<file path="src/rtl/bcd_seq_converter.sv">
// Sequential binary-to-BCD converter (shift-and-add-3) with seven-segment decode.
// Optional leading-zero blanking of the segment outputs when LZ_BLANK_EN is defined.
module bcd_seq_converter #(
    parameter int WIDTH  = 8,
    parameter int DIGITS = 3
) (
    input  logic                  clk,
    input  logic                  rst_n,
    input  logic                  start,
    input  logic [WIDTH-1:0]      binary,
    output logic                  busy,
    output logic                  done,
    output logic [4*DIGITS-1:0]   bcd,
    output logic [7*DIGITS-1:0]   seg
);

    localparam int CNT_W = $clog2(WIDTH + 1);

    // Decimal digit count of the largest WIDTH-bit value.
    function automatic int min_digits(input int w);
        longint unsigned v;
        int              d;
        v = (64'd1 << w) - 64'd1;
        d = 0;
        for (int i = 0; i < 20; i++) begin
            if (v != 64'd0) begin
                v = v / 64'd10;
                d = d + 1;
            end
        end
        return d;
    endfunction

    generate
        if (WIDTH < 4 || WIDTH > 32) begin : g_bad_width
            $error("bcd_seq_converter: WIDTH must be within 4..32");
        end
        if (DIGITS < min_digits(WIDTH)) begin : g_bad_digits
            $error("bcd_seq_converter: DIGITS too small for WIDTH");
        end
    endgenerate

    function automatic logic [6:0] seg_decode(input logic [3:0] d);
        logic [6:0] p;
        case (d)
            4'd0:    p = 7'b1000000;
            4'd1:    p = 7'b1111001;
            4'd2:    p = 7'b0100100;
            4'd3:    p = 7'b0110000;
            4'd4:    p = 7'b0011001;
            4'd5:    p = 7'b0010010;
            4'd6:    p = 7'b0000010;
            4'd7:    p = 7'b1111000;
            4'd8:    p = 7'b0000000;
            4'd9:    p = 7'b0011000;
            default: p = 7'b1111111;
        endcase
        return p;
    endfunction

    typedef enum logic [1:0] {
        IDLE  = 2'd0,
        SHIFT = 2'd1,
        DONE  = 2'd2
    } state_t;

    state_t                state_q,   state_d;
    logic [WIDTH-1:0]      operand_q, operand_d;
    logic [4*DIGITS-1:0]   scratch_q, scratch_d;
    logic [CNT_W-1:0]      count_q,   count_d;
    logic [4*DIGITS-1:0]   bcd_q,     bcd_d;
    logic [7*DIGITS-1:0]   seg_q,     seg_d;
    logic [4*DIGITS-1:0]   adjusted;
    logic [7*DIGITS-1:0]   seg_next;

    always_comb begin
        adjusted = scratch_q;
        for (int k = 0; k < DIGITS; k++) begin
            if (scratch_q[4*k +: 4] >= 4'd5) begin
                adjusted[4*k +: 4] = scratch_q[4*k +: 4] + 4'd3;
            end
        end
    end

    // Segment image of the finished scratch; only ever registered on entry to DONE.
    always_comb begin : p_seg_next
`ifdef LZ_BLANK_EN
        logic leading;
        leading = 1'b1;
`endif
        seg_next = '1;
        for (int k = DIGITS - 1; k >= 0; k--) begin
            seg_next[7*k +: 7] = seg_decode(scratch_q[4*k +: 4]);
`ifdef LZ_BLANK_EN
            if (k != 0 && leading && scratch_q[4*k +: 4] == 4'd0) begin
                seg_next[7*k +: 7] = 7'b1111111;
            end else begin
                leading = 1'b0;
            end
`endif
        end
    end

    always_comb begin
        state_d   = state_q;
        operand_d = operand_q;
        scratch_d = scratch_q;
        count_d   = count_q;
        bcd_d     = bcd_q;
        seg_d     = seg_q;
        case (state_q)
            IDLE, DONE: begin
                state_d = IDLE;
                if (start) begin
                    operand_d = binary;
                    scratch_d = '0;
                    count_d   = CNT_W'(WIDTH);
                    state_d   = SHIFT;
                end
            end
            SHIFT: begin
                // The cycle after the last shift publishes the result.
                if (count_q != '0) begin
                    {scratch_d, operand_d} = {adjusted, operand_q} << 1;
                    count_d = count_q - CNT_W'(1);
                end else begin
                    bcd_d   = scratch_q;
                    seg_d   = seg_next;
                    state_d = DONE;
                end
            end
            default: state_d = IDLE;
        endcase
    end

    always_ff @(posedge clk or negedge rst_n) begin
        if (!rst_n) begin
            state_q   <= IDLE;
            operand_q <= '0;
            scratch_q <= '0;
            count_q   <= '0;
            bcd_q     <= '0;
            seg_q     <= '1;
        end else begin
            state_q   <= state_d;
            operand_q <= operand_d;
            scratch_q <= scratch_d;
            count_q   <= count_d;
            bcd_q     <= bcd_d;
            seg_q     <= seg_d;
        end
    end

    assign busy = (state_q == SHIFT);
    assign done = (state_q == DONE);
    assign bcd  = bcd_q;
    assign seg  = seg_q;

endmodule

</file>
<file path="config.mk">
export PLATFORM = sky130hd
export DESIGN_NAME = bcd_seq_converter
export DESIGN_NICKNAME = d
export VERILOG_FILES = /design/src/rtl/bcd_seq_converter.sv
export SDC_FILE = /design/constraint.sdc
export NUM_CORES = 1
export LEC_CHECK = 0
export BUFFER_PORTS_ARGS = -buffer_cell sky130_fd_sc_hd__buf_2
export CORE_ASPECT_RATIO = 1.75
export CORE_UTILIZATION = 50
export CTS_CLUSTER_SIZE = 8
export DETAILED_ROUTE_END_ITERATION = 6
export GPL_TIMING_DRIVEN = 0
export PLACE_DENSITY = 0.71
export SYNTH_ARGS = -nofsm -noshare
export SYNTH_HDL_FRONTEND = slang
export SYNTH_SLANG_ARGS = --single-unit
</file>
<file path="constraint.sdc">
create_clock -name clk -period 2.62 [get_ports clk]
set_input_delay 0.524 -clock clk [delete_from_list [all_inputs] [get_ports clk]]
set_output_delay 0.524 -clock clk [all_outputs]
set_load 0.05 [all_outputs]
</file>
==> run summary, run 1 <==
Status = finished clean
Post-synthesis mux area share = 5.970%
Setup Fix Bufs, Post-CTS = 0
Placer Congestion = 0.8567
Max-cap check violation count = 0
Final setup vio count = 0
Die Wd = 61.54 µm
Die height = 106.2 µm
Antenna fix cells = 0
Post-synth net total = 352
Number of global-route vias before repair = 2,375
Core Area = 5926 µm²
Critical Path RT = 2.87 ns
Slew of the pin with the lowest slew margin = 0.7188 ns
Main area contributors after synthesis = dfrtp_1 31%, dfstp_2 18%, ha_1 8.1%, nand2_1 6.5%, o21ai_0 5.0%
Crit path time final = 2.069 ns
TNS Setup = 0 ns
Mapped Cells = 321
Post-synth cell types = 29
Routed vias/inst = 5.213
Synth warn = 0
Most common cell after layout, fill and taps aside = nand2_1
Flops & latches, synth = 59
Slew headroom = 52.08%
Worst-skew pair later-pin latency = 0.34 ns
Hold Vio Cnt, Final = 0
Top-area cell type share of the netlist area = 30.66%
Synth Area in Adders = 8.068%
Most frequent cells in the layout = 54 x nand2_1, 44 x buf_2, 38 x dfrtp_1
Hpwl dp = 4.716 mm
CTS Buffer Depth = 2
Largest family of logic cells by synthesized area = compound AO/OA/AOI/OAI gates
Die area = 6535 µm²
Hold Crit Class = in2async
Worst Setup Path Type = reg2reg
Pre-Repair DR Iteration Count = 4
Max Freq = 483.4 MHz
CTS tree = yes
Initial antenna violation count = 0
Nets = 408
Synth Area in Compound Gates = 16.86%
Worst Path Arrival = 2.32 ns
End of the critical path = scratch_q[3]
DRC = 0
WL/cell = 14.15 µm
Post-Route WL = 6.511 mm
Starting Density = 52.34%
First-pass GRT wire length = 11.05 mm
R2r startpoint = count_q[1]
Crit Path Max Fanout = 10
Synth Area in Simple Gates = 14.48%
Share of layout cells above drive strength 1 = 26.18%
Pin count of the biggest net entering global routing = 60
Synth Area per Inst = 9.663 µm²
Clock skew = 0.009618 ns
Worst setup EP type = flop
Xor-xnor portion of the synthesized cell area = 0.8471%
DR vias = 2,398
Synth-to-layout area growth = 17.79%
IO Count = 46
Initial drt markers = 107
Post-synth top area cell = dfrtp_1
All-Layer GR Usage = 23.06%
Post-Syn Area = 3102 µm²
CTS buffer count = 9
Critical path origin = count_q[1]
DRT antenna net count = 0
Clk slew on worst S/H paths = 0.07 ns
Clk sink count = 59
PostCTS Resize Cnt = 0
Row count = 37
Number of buffers inserted by port buffering = 45
FF-to-FF path depth = 7
R2r endpoint = scratch_q[3]
Startpoint Class = flop
Register area share after synthesis = 48.45%
Slew Viols, Final = 0
CTS Root Buffer Type = clkbuf_8
Period utilization = 78.96%
Grt total ovfl = 0
Hold buffers post-CTS = 0
H-tree levels = 3
FF-to-FF setup slack = 0.55 ns
RSZ-0062 raised after global routing = no
cell usage after synthesis, drive strengths merged:
master and instances:
nand2b 13, ha 20, o31ai 13, nor2 8
nor2b 3, o21bai 2, a211oi 1, mux2 11
clkbuf 14, buf 6, nor3b 3, o21ai 46
nand2 54, a31oi 1, mux2i 5, a21oi 20
o22ai 1, and2 1, nor3 4, nand3 9
dfrtp 38, xnor2 3, a22oi 8, inv 14
or3b 2, dfstp 21
layer usage:
| metal | vias to the layer above | global-route usage [%] | wire [µm] |
|---|---|---|---|
| met2 | 51 | 38.17 | 3304 |
| met4 | 0 | 9.206 | 160 |
| met3 | 13 | 6.691 | 227 |
| met5 | - | 0 | 0 |
| met1 | 1118 | 27.00 | 2818 |
| li1 | 1216 | - | - |
critical path: stages (launching register included):
cell	delay [ns]
dfrtp_1	0.40
inv_1	0.09
ha_1	0.15
or3b_4	0.39
a21oi_1	0.34
clkbuf_1	0.43
nand2_1	0.09
o21ai_0	0.10
layout make-up:
class / count / area, µm²
repair buffers: 45 / 227.7
flip-flops and latches: 59 / 1503
clock buffers: 11 / 151.4
plain buffers: 20 / 112.6
fillers: 566 / 2272
multi-input cells: 228 / 1434
inverters: 14 / 52.55
clock inverters: 5 / 75.07
well taps: 78 / 97.59
logic make-up after synthesis:
family,count (synthesis)
AOI/OAI and AO/OA,92
xor gates and xnor gates,3
adders and majority gates,20
buffers and inverters,34
DFF,59
muxes,16
and+or+nand+nor,97
worst min path at each step:
| stage | start | endpoint | slack [ns] | depth (start not counted) |
|---|---|---|---|---|
| final | rst_n | bcd[2] | 0.22 | 1 |
| after global routing | rst_n | bcd[2] | 0.30 | 1 |
| after CTS | binary[0] | operand_q[0] | 0.37 | 3 |
| after detailed placement | seg[11] | seg[11] | 0.45 | 2 |
| after global placement | seg[10] | seg[10] | 0.45 | 2 |
| after floorplan | rst_n | bcd[0] | 0.23 | 0 |
metrics by stage:
step / cells / setup WS (ns) / utilization [%] / area [µm²] / hold slack (ns)
2_1_floorplan: 321 / 0.5880 / - / 3102 / 0.2284
3_3_place_gp: 444 / 0.5589 / 57.79 / 3425 / 0.4504
3_5_place_dp: 444 / 0.5261 / 57.79 / 3425 / 0.4500
4_1_cts: 460 / 0.4978 / 61.61 / 3651 / 0.3741
5_1_grt: 460 / 0.3367 / 61.66 / 3654 / 0.3008
6_report: 460 / 0.5513 / 61.66 / 3654 / 0.2248
state kept, by name, summed over array words and instances, names as in the netlist:
name and flops:
count_q 4, operand_q 8, state_q 2, bcd 12
scratch_q 12, seg 21
Power of run 1 is left out: the tool's default activity adds up to more than one toggle a clock period on the data nets, which glitch-free logic cannot reach.
==> inputs of run 2 (changes only) <==
==> constraint.sdc (replaced) <==
create_clock -name clk -period 2 [get_ports clk]
set_input_delay 0.4 -clock clk [delete_from_list [all_inputs] [get_ports clk]]
set_output_delay 0.4 -clock clk [all_outputs]
set_load 0.05 [all_outputs]
==> run 2 against run 1 <==
Against the previous run:
- the flow now finishes with violations (setup timing)
- fmax rose by 2.9%
- register-to-register slack got worse by 0.56 ns
- clock skew barely moved
- worst setup slack got worse by 0.56 ns
- worst hold slack got worse by 0.10 ns
- utilization rose by 0.32 points
- design area rose by 0.51%
- sequential share of layout area fell by 0.18 points
- wire length rose by 1.5%
- count of clock-buffer cells in the layout rose by 1
- cell count rose by 0.65%
- critical path depth fell by 1
- critical endpoint is now bcd[11]
- largest cell class unchanged
- highest routed layer unchanged
==> run summary, run 2 (synthesis gave the netlist of run 1 again) <==
Number of global-route vias before repair = 2,427 (was 2,375)
Grt total ovfl = 0 (unchanged)
Pin count of the biggest net entering global routing = 60 (unchanged)
CTS Root Buffer Type = clkbuf_8 (unchanged)
H-tree levels = 3 (unchanged)
Max FFs per register = 21 (unchanged)
Synth-to-layout area growth = 18.39% (was 17.79%)
R2r endpoint = bcd[11] (was scratch_q[3])
Die height = 106.2 µm (unchanged)
Core Area = 5926 µm² (unchanged)
FF-to-FF setup slack = -0.01 ns (was 0.55 ns)
RSZ-0062 raised after global routing = yes (was no)
Worst setup EP type = flop (unchanged)
Slew Viols, Final = 0 (unchanged)
Clk slew on worst S/H paths = 0.06 ns (was 0.07 ns)
Crit Path Max Fanout = 10 (unchanged)
Clk sink count = 59 (unchanged)
Hold Vio Cnt, Final = 0 (unchanged)
CTS Buffer Depth = 2 (unchanged)
Layout Cells excl Fill = 463 (was 460)
DRC = 0 (unchanged)
Placed cell area = 3427 µm² (was 3425 µm²)
Failing checks = setup timing
DR vias = 2,447 (was 2,398)
Dpl cells = 444 (unchanged)
Period utilization = 100.5% (was 78.96%)
Max-cap check violation count = 0 (unchanged)
Antenna fix cells = 0 (unchanged)
Worst Path Arrival = 2.23 ns (was 2.32 ns)
Die Wd = 61.54 µm (unchanged)
Worst Setup Path Type = reg2reg (unchanged)
Hpwl dp = 4.701 mm (was 4.716 mm)
Fillers = 566 (unchanged)
Placer Congestion = 0.8461 (was 0.8567)
IO Count = 46 (unchanged)
Nets = 411 (was 408)
Hold Crit Class = in2async (unchanged)
Initial antenna violation count = 0 (unchanged)
Pre-Repair DR Iteration Count = 4 (unchanged)
Final setup vio count = 3 (was 0)
Post-Route WL = 6.606 mm (was 6.511 mm)
Final Instance Area = 3672 µm² (was 3654 µm²)
Setup WS post-layout = -0.009992 ns (was 0.5513 ns)
Share of layout cells above drive strength 1 = 29.61% (was 26.18%)
Die area = 6535 µm² (unchanged)
Clock skew = 0.009809 ns (was 0.009618 ns)
TNS Setup = -0.02562 ns (was 0 ns)
Critical Path RT = 2.22 ns (was 2.87 ns)
Worst-skew pair later-pin latency = 0.34 ns (about the same)
CTS tree = yes (unchanged)
Number of buffers inserted by port buffering = 45 (unchanged)
Post-layout util = 61.97% (was 61.66%)
Startpoint Class = flop (unchanged)
Hold buffers post-CTS = 0 (unchanged)
Max Freq = 497.5 MHz (was 483.4 MHz)
R2r startpoint = count_q[0] (was count_q[1])
WL/cell = 14.27 µm (was 14.15 µm)
Slew of the pin with the lowest slew margin = 0.7206 ns (was 0.7188 ns)
Routed vias/inst = 5.285 (was 5.213)
CTS buffer count = 9 (unchanged)
Initial drt markers = 115 (was 107)
Status = finished with violations (was finished clean)
FF-to-FF path depth = 6 (was 7)
All-Layer GR Usage = 22.89% (was 23.06%)
Row count = 37 (unchanged)
Starting Density = 52.34% (unchanged)
First-pass GRT wire length = 10.90 mm (was 11.05 mm)
Most frequent cells in the layout = 54 x nand2_1, 44 x buf_2, 37 x dfrtp_1 (was 54 x nand2_1, 44 x buf_2, 38 x dfrtp_1)
DRT antenna net count = 0 (unchanged)
Crit path time final = 2.010 ns (was 2.069 ns)
Slew headroom = 51.96% (was 52.08%)
Most common cell after layout, fill and taps aside = nand2_1 (unchanged)
## run 2: cell types whose count changed in the layout (fill, tap and decap cells not counted), sizes merged
cell      previous run  this run
clkbuf              25        26
bufinv               2         0
buf                 51        54
clkinv               3         2
clkinvlp             0         2
## run 2: cell type report
cell class	count	area, µm²	share of cell area (%)
buffer	20	127.6	3.475
clock buffer	12	155.1	4.225
clock inverter	4	25.02	0.6814
inverter	14	52.55	1.431
multi-input combinational	228	1460	39.76
sequential	59	1504	40.95
tap	78	97.59	2.658
timing repair buffer	48	250.2	6.814
## run 2: worst max-delay path, cell delays in order, from the launching register on
cell and delay (ns):
dfrtp_1 0.39, inv_2 0.07, ha_1 0.14, or3b_4 0.40, or3b_4 0.43, buf_12 0.17
mux2_4 0.29
## run 2: metrics by stage
step                      hold slack (ns)  setup slack [ns]
after global routing               0.1776          -0.05934
after CTS                          0.2535          -0.01983
after global placement             0.4508          -0.03816
final                              0.1212         -0.009992
after floorplan                    0.1044           0.08179
after detailed placement           0.4508          -0.09023
## run 2: per-layer routing
metal / global-route usage, % / vias up / wire length, µm
li1: - / 1216 / -
met1: 26.30 / 1160 / 2789
met2: 37.94 / 58 / 3449
met3: 5.109 / 13 / 196
met4: 12.06 / 0 / 172
met5: 0 / - / 0
## run 2: timing repair
item	in CTS	in global routing
buffers inserted	2	1
pin swaps	1	1
setup endpoints to repair	28	37
resized for setup	6	8
## run 2: how the worst max path moves through the flow
stage / slack (ns) / from / depth (start not counted) / to
3_3_place_gp: -0.04 / count_q[0] / 7 / operand_q[7]
3_5_place_dp: -0.09 / count_q[0] / 7 / scratch_q[7]
5_1_grt: -0.06 / count_q[0] / 6 / bcd[11]
2_1_floorplan: 0.08 / count_q[0] / 6 / bcd[11]
6_report: -0.01 / count_q[0] / 6 / bcd[11]
4_1_cts: -0.02 / count_q[1] / 6 / bcd[7]
Power of run 2 is left out for the same reason.
